`src/rtl/display_scanner.sv`:
```
// rtl/display_scanner.sv - multiplexed 4-digit 7-segment scanner with guard, lz suppression and blink
module display_scanner #(
    parameter int REFRESH_DIV  = 50000,
    parameter int GUARD_CYC    = 16,
    parameter int BLINK_FRAMES = 64
) (
    input  logic       clk,
    input  logic       rst,
    input  logic [3:0] digit3,
    input  logic [3:0] digit2,
    input  logic [3:0] digit1,
    input  logic [3:0] digit0,
    input  logic       update,
    input  logic       lz_en,
    input  logic       blink_en,
    output logic [3:0] an,
    output logic [6:0] seg,
    output logic       frame_done
);

    localparam int DW = (REFRESH_DIV > 1) ? $clog2(REFRESH_DIV) : 1;
    localparam int BW = (BLINK_FRAMES > 1) ? $clog2(BLINK_FRAMES) : 1;
    localparam logic [DW-1:0] DIV_LAST   = DW'(REFRESH_DIV - 1);
    localparam logic [DW-1:0] GUARD_LIM  = DW'(GUARD_CYC);
    localparam logic [BW-1:0] BLINK_LAST = BW'(BLINK_FRAMES - 1);

    typedef enum logic {GUARD, DRIVE} slot_state_t;

    slot_state_t   state, state_next;
    logic [DW-1:0] div_cnt, div_next;
    logic [1:0]    idx;
    logic          slot_end, frame_end;
    logic [15:0]   shadow, pending_data;
    logic          pending;
    logic [BW-1:0] blink_cnt;
    logic          blink_on;
    logic [3:0]    blank_vec;
    logic [3:0]    cur_code;
    logic [3:0]    an_d;
    logic [6:0]    seg_d;

    function automatic logic [6:0] decode(input logic [3:0] code);
        case (code)
            4'h0:    decode = 7'h40;
            4'h1:    decode = 7'h79;
            4'h2:    decode = 7'h24;
            4'h3:    decode = 7'h30;
            4'h4:    decode = 7'h19;
            4'h5:    decode = 7'h12;
            4'h6:    decode = 7'h02;
            4'h7:    decode = 7'h78;
            4'h8:    decode = 7'h00;
            4'h9:    decode = 7'h10;
            4'hA:    decode = 7'h2F;
            4'hB:    decode = 7'h2B;
            4'hC:    decode = 7'h23;
            4'hD:    decode = 7'h21;
            4'hE:    decode = 7'h06;
            default: decode = 7'h7F;
        endcase
    endfunction

    // Slot timing: divider wrap ends a slot, idx-0 slot end ends the frame; the
    // next FSM state follows from where the divider lands next cycle.
    always_comb begin
        slot_end   = (div_cnt == DIV_LAST);
        div_next   = slot_end ? '0 : div_cnt + DW'(1);
        frame_end  = slot_end && (idx == 2'd0);
        state_next = (div_next < GUARD_LIM) ? GUARD : DRIVE;
    end

    // Divider, slot index and slot FSM state register.
    always_ff @(posedge clk) begin
        if (rst) begin
            div_cnt <= '0;
            idx     <= 2'd3;
            state   <= GUARD;
        end else begin
            div_cnt <= div_next;
            state   <= state_next;
            if (slot_end)
                idx <= idx - 2'd1;
        end
    end

    // Double-buffered digits: pending collects updates, shadow only changes at frame end.
    always_ff @(posedge clk) begin
        if (rst) begin
            shadow       <= 16'hFFFF;
            pending_data <= 16'hFFFF;
            pending      <= 1'b0;
        end else if (frame_end) begin
            if (update)
                shadow <= {digit3, digit2, digit1, digit0};
            else if (pending)
                shadow <= pending_data;
            pending <= 1'b0;
        end else if (update) begin
            pending_data <= {digit3, digit2, digit1, digit0};
            pending      <= 1'b1;
        end
    end

    // Blink phase: counts whole frames and flips phase each time the count wraps.
    always_ff @(posedge clk) begin
        if (rst || !blink_en) begin
            blink_cnt <= '0;
            blink_on  <= 1'b1;
        end else if (frame_end) begin
            if (blink_cnt == BLINK_LAST) begin
                blink_cnt <= '0;
                blink_on  <= ~blink_on;
            end else begin
                blink_cnt <= blink_cnt + BW'(1);
            end
        end
    end

    // Next anode/segment pattern from the current slot, shadow digit and blanking rules.
    always_comb begin
        blank_vec[3] = lz_en && (shadow[15:12] == 4'h0);
        blank_vec[2] = blank_vec[3] && (shadow[11:8] == 4'h0);
        blank_vec[1] = blank_vec[2] && (shadow[7:4] == 4'h0);
        blank_vec[0] = 1'b0;
        cur_code     = shadow[idx*4 +: 4];
        an_d         = 4'hF;
        seg_d        = 7'h7F;
        if (state == DRIVE && blink_on) begin
            an_d  = ~(4'b0001 << idx);
            seg_d = blank_vec[idx] ? 7'h7F : decode(cur_code);
        end
    end

    // Registered outputs, one cycle behind the counter/FSM state.
    always_ff @(posedge clk) begin
        if (rst) begin
            an         <= 4'hF;
            seg        <= 7'h7F;
            frame_done <= 1'b0;
        end else begin
            an         <= an_d;
            seg        <= seg_d;
            frame_done <= frame_end;
        end
    end

endmodule

```
`config.mk`:
```
export PLATFORM = sky130hd
export DESIGN_NAME = display_scanner
export DESIGN_NICKNAME = d
export VERILOG_FILES = /design/src/rtl/display_scanner.sv
export SDC_FILE = /design/constraint.sdc
export NUM_CORES = 1
export LEC_CHECK = 0
export ABC_AREA = 1
export CORE_AREA = 4 4 119 133
export CTS_BUF_LIST = sky130_fd_sc_hd__clkbuf_4 sky130_fd_sc_hd__clkbuf_8 sky130_fd_sc_hd__clkbuf_16
export DETAILED_ROUTE_END_ITERATION = 16
export DIE_AREA = 0 0 123 137
export HOLD_SLACK_MARGIN = 0.06
export SLEW_MARGIN = 20
export SYNTH_ARGS = -nofsm -noshare
export SYNTH_HDL_FRONTEND = slang
export SYNTH_SLANG_ARGS = --single-unit
```
`constraint.sdc`:
```
create_clock -name clk -period 3.3 [get_ports clk]
set_input_delay 0.33 -clock clk [delete_from_list [all_inputs] [get_ports clk]]
set_output_delay 0.33 -clock clk [all_outputs]
set_load 0.05 [all_outputs]
```
# == Yosys cells after proc, flatten, opt, wreduce, memory -nomap -nowiden ==
# Memory sizes are Yosys's and may differ from the RTL's. A register that Yosys moved wholly into a read port is not among the register bits.
# Index checks and enable logic that the tools add are counted.
# word_totals
register_bits,64
romBits,112
inputBits,21
mem_count,1
# memory_table
name,depth,width,read_ports,rd_ports_with_merged_regs,write_ports,line_no,text
(no name shown),16,7,1,1,0,43,case (code)
# op_classes
n_addsub,3
n_lt_le_gt_ge,2
n_eq_ne,2
n_shift,2
mux,7
bitwise_logic,4
n_reduce_logical,18
# op_table
op,count
$mux W16,3
$add A16 B1 Y16 const B,1
$eq A16 B16 Y1 const B,1
$lt A16 B5 Y1 const B,1
$shiftx A16 B5 Y4,1
$logic_not A4 Y1,3
$add A6 B1 Y6 const B,1
$eq A6 B6 Y1 const B,1
$mux W6,1
$reduce_and A2 Y1,3
$logic_and A1 B1 Y1,5
$not A4 Y4,1
$reduce_or A2 Y1,2
$shl A1 B2 Y4 const A,1
$lt A2 B3 Y1 const B,1
$not A1 Y1,3
$reduce_or A3 Y1,1
$bmux W1 S2,1
$logic_not A2 Y1,1
$mux W1,2
$reduce_bool A2 Y1,1
$sub A2 B1 Y2 const B,1
$logic_not A1 Y1,1
$logic_or A1 B1 Y1,1

# == Longest topological paths before layout ==
# logic_depth
ltp_word,7
depth_mapped,13
depth_no_buf,12

# == Worst setup path after synthesis ==
# OpenSTA, ideal clock, no wires.
# synth_path
kind,register -> register
start,register idx[0]
end,register seg[4]
arrival_ns,1.873
required_time_ns,3.167
setup_slack_ns,1.294
stages_incl_launch_ff,9
path_cell_list,dfxtp_1 -> buf_2 -> o21ai_0 -> o21ai_0 -> inv_1 -> ha_1 -> or2_1 -> o211ai_1 -> o211ai_1
# synth_via
elab_chain_len,3
elab_cells_between_ends,4
classes_between,1 x shift; 2 x mux; 1 x reduce/logical
# synth_rtl
item,line_no,text
from (decl),31,logic [1:0] idx;
from (signal assigned),82,idx <= idx - 2'd1;
branches (longest 3 deep; another with $shiftx A16 B5 Y4),n/a,
to (decl),17,"output logic [6:0] seg,"
# Several ways; the timed one is not identified. The select of a mux whose other input is x is not followed.
# A chain may end at the register's enable or synchronous reset.

# == Final worst setup path ==
# Ends and elaborated chain as after synthesis.

==> results.md <==
* Total Routed Length at 7900 µm
* Number of synthesized register bits at 71
* Synth area leaders: dfxtp_1 (40%), nand2_1 (16%), nor2_1 (5.7%)
* Sink Count at 71
* Total gr overflow at 0
* Post-Syn Area at 0.00357 mm²
* Final net count at 554
* Setup TNS at 0 ns
* Crit path time final at 2.32 ns
* TritonCTS clock tree: done
* CP Capture Type: register
* FMAX at 431 MHz
* Library cells used by synthesis at 36
* Top FF cell, synth: dfxtp_1
* P_leak at 1.90 nW
* Syn Nets at 525
* Asr flop ratio synth at 0%
* Critical Path RT at 3.50 ns
* Area leader, netlist: dfxtp_1
* Max-cap viol count at 0
* Initial antenna violation count at 0
* Net Sw Frac at 22.9%
* Post-CTS Hold Buffers at 0
* Post-DR vias/cell at 4.28
* CP Max Fanout at 13
* Finished Cell Area at 0.00434 mm²
* Synth warnings at 0
* Slew headroom at 54.6%
* Seq. cell area at 0.00142 mm²
* Initial Util at 24.9%
* GPL Wtd Cong at 0.831
* Total CTS buffers at 9
* Layout fillers at 1561
* Gr usage total at 10.1%
* Worst slew pin tran at 0.673 ns
* Post-CTS resize count at 0
* Avg WL per Cell at 11.0 µm
* DRC viols at 0
* Combinational Power Share at 4.8%
* Via count at 3070
* Synth top area share at 39.8%
* Final HPWL DP at 5810 µm
* Status: finished, final reports clean
* Setup violators final at 0
* Die Ht at 137 µm
* Critical path origin: idx[0]
* CORE AREA at 0.0143 mm²
* VDD IR max at 0.229 mV
* Mapped Avg Cell Area at 7.27 µm²
* Crit path DAT at 2.53 ns
* Post-CTS setup repair buffer count at 0
* Antenna cell count at 0
* Post-synthesis instance total at 491
* Worst-Skew Late Latency at 0.33 ns
* Fin crit share at 70.4%
* Area grow syn2layout at 21.7%
* Num ports at 33
* Post-synthesis sequential area ratio at 39.8%
* Share of layout cells above drive strength 1 at 10.3%
* First-pass iteration count of the detailed router at 4
* Largest net degree at the start of global routing at 34
* Worst reg2reg startpoint: idx[0]
* First-pass GRT wire length at 13600 µm
* Cell Pwr Density at 452 mW/mm²
* Unrepaired setup endpoints after global routing: false
* Final Max Slew Viols at 0
* Area of the multi-input gates at 0.00188 mm²
* Final Hold Slack at 0.465 ns
* Clock Tree Buf Depth at 2
* NetSw at 449 µW
* CP Class: reg2reg
* Final count of hold timing violations at 0
* CTS H-Tree Depth at 3
* Vias in the first global route at 2940
* Hold_sp: div_cnt[0]
* Number of synthesized flops with an enable pin at 0
* Int Power at 1.51 mW
* Clock transition at path regs at 0.06 ns
* Sequential power share at 45.1%
* Clk pwr share at 50.1%
* Antenna-violating nets left at 0
* Die Span X at 123 µm
* DR iter-0 viols at 211
* Num rows at 46
* Area of the die at 0.0169 mm²
* Clk_skew at 0.00822 ns
* CP Launch Type: register
* I/O Buffers at 32
* Root buffer cell: clkbuf_16
* Post-DP Area at 0.00404 mm²
* Min-delay worst type: reg2reg
[power by group through the flow]
stage | sequential [mW] | clock (mW) | combinational, mW
finish | 0.884 | 0.982 | 0.0951
detailed placement | 0.903 | 0 | 0.0962
CTS | 0.884 | 1.02 | 0.0969
floorplan | 0.901 | 0 | 0.0580
global route | 0.886 | 1.06 | 0.108
global placement | 0.902 | 0 | 0.0962
[registers in the layout, summed over array words and instances (netlist names)]
name and flops:
idx 2, blink_on 1, state 1, frame_done 1
div_cnt 16, blink_cnt 6, an 4, shadow 16
pending 1, pending_data 16, seg 7
[area by class of cell]
class | count | share of cell area (%)
Tap cell | 192 | 5.53
Multi-Input combinational cell | 362 | 43.3
Sequential cell | 71 | 32.7
Inverter | 41 | 3.54
Clock inverter | 7 | 1.84
Timing Repair Buffer | 35 | 7.90
Clock buffer | 9 | 5.19
[cells by family after synthesis]
kind of cell | Yosys count | synth area share, %
fa+ha+maj | 13 | 4.56
xor+xnor | 2 | 0.491
buf+inv | 58 | 7.54
flops | 71 | 39.8
compound gates | 62 | 11.3
simple gates | 285 | 36.3
[routing by layer]
metal	GRT usage, %	wire length [µm]	vias up
met5	0	0	-
met4	3.57	126	0
met3	2.69	306	9
met2	17.4	3790	42
met1	12.1	3670	1367
li1	-	-	1652
[synth_stat cells, types with 4 or more instances]
library cell	instances
nand2_2	8
nor2_1	54
nand4_1	5
nand3_1	33
nand2_1	150
dfxtp_1	71
nor3_1	10
inv_2	5
a21oi_1	16
buf_6	6
ha_1	13
nand3_2	4
clkbuf_1	6
buf_2	5
o21ai_0	18
o211ai_1	19
nor2_4	5
inv_1	35
[final timing paths]
path,end,slack (ns),cells past startpoint
worst max-delay path,seg[4],0.98,9
worst min-delay path,div_cnt[0],0.47,1
worst max register to register,seg[4],0.98,9
worst min register to register,div_cnt[0],0.47,1
[metrics by stage]
| stage | setup WS, ns | util (%) | std cells | power (mW) |
|---|---|---|---|---|
| final | 0.978 | 30.3 | 717 | 1.96 |
| after detailed placement | 0.966 | 28.2 | 701 | 0.999 |
| after global placement | 1.05 | 28.2 | 701 | 0.999 |
| after floorplan | 1.29 | - | 491 | 0.959 |
| after CTS | 0.956 | 30.3 | 717 | 2.00 |
| after global routing | 0.656 | 30.3 | 717 | 2.05 |
[critical path, stage by stage (launching register included)]
cell	delay (ns)
dfxtp_1	0.56
inv_2	0.18
a21oi_1	0.16
o21ai_0	0.08
o21ai_0	0.27
inv_1	0.24
ha_1	0.27
or2_1	0.25
o211ai_1	0.09
o211ai_1	0.10
[cells in the final DEF, fill, tap and decap left out, types with 8 or more instances in the layout]
cell,Yosys,routed
o21ai_0,18,18
ha_1,13,13
o211ai_1,19,19
nor3_1,10,10
clkdlybuf4s50_1,0,32
clkbuf_16,0,9
dfxtp_1,71,71
nand2_2,8,8
nand2_1,150,150
inv_1,35,35
nand3_1,33,33
a21oi_1,16,16
nor2_1,54,54
(Power assumes the default switching activity.)
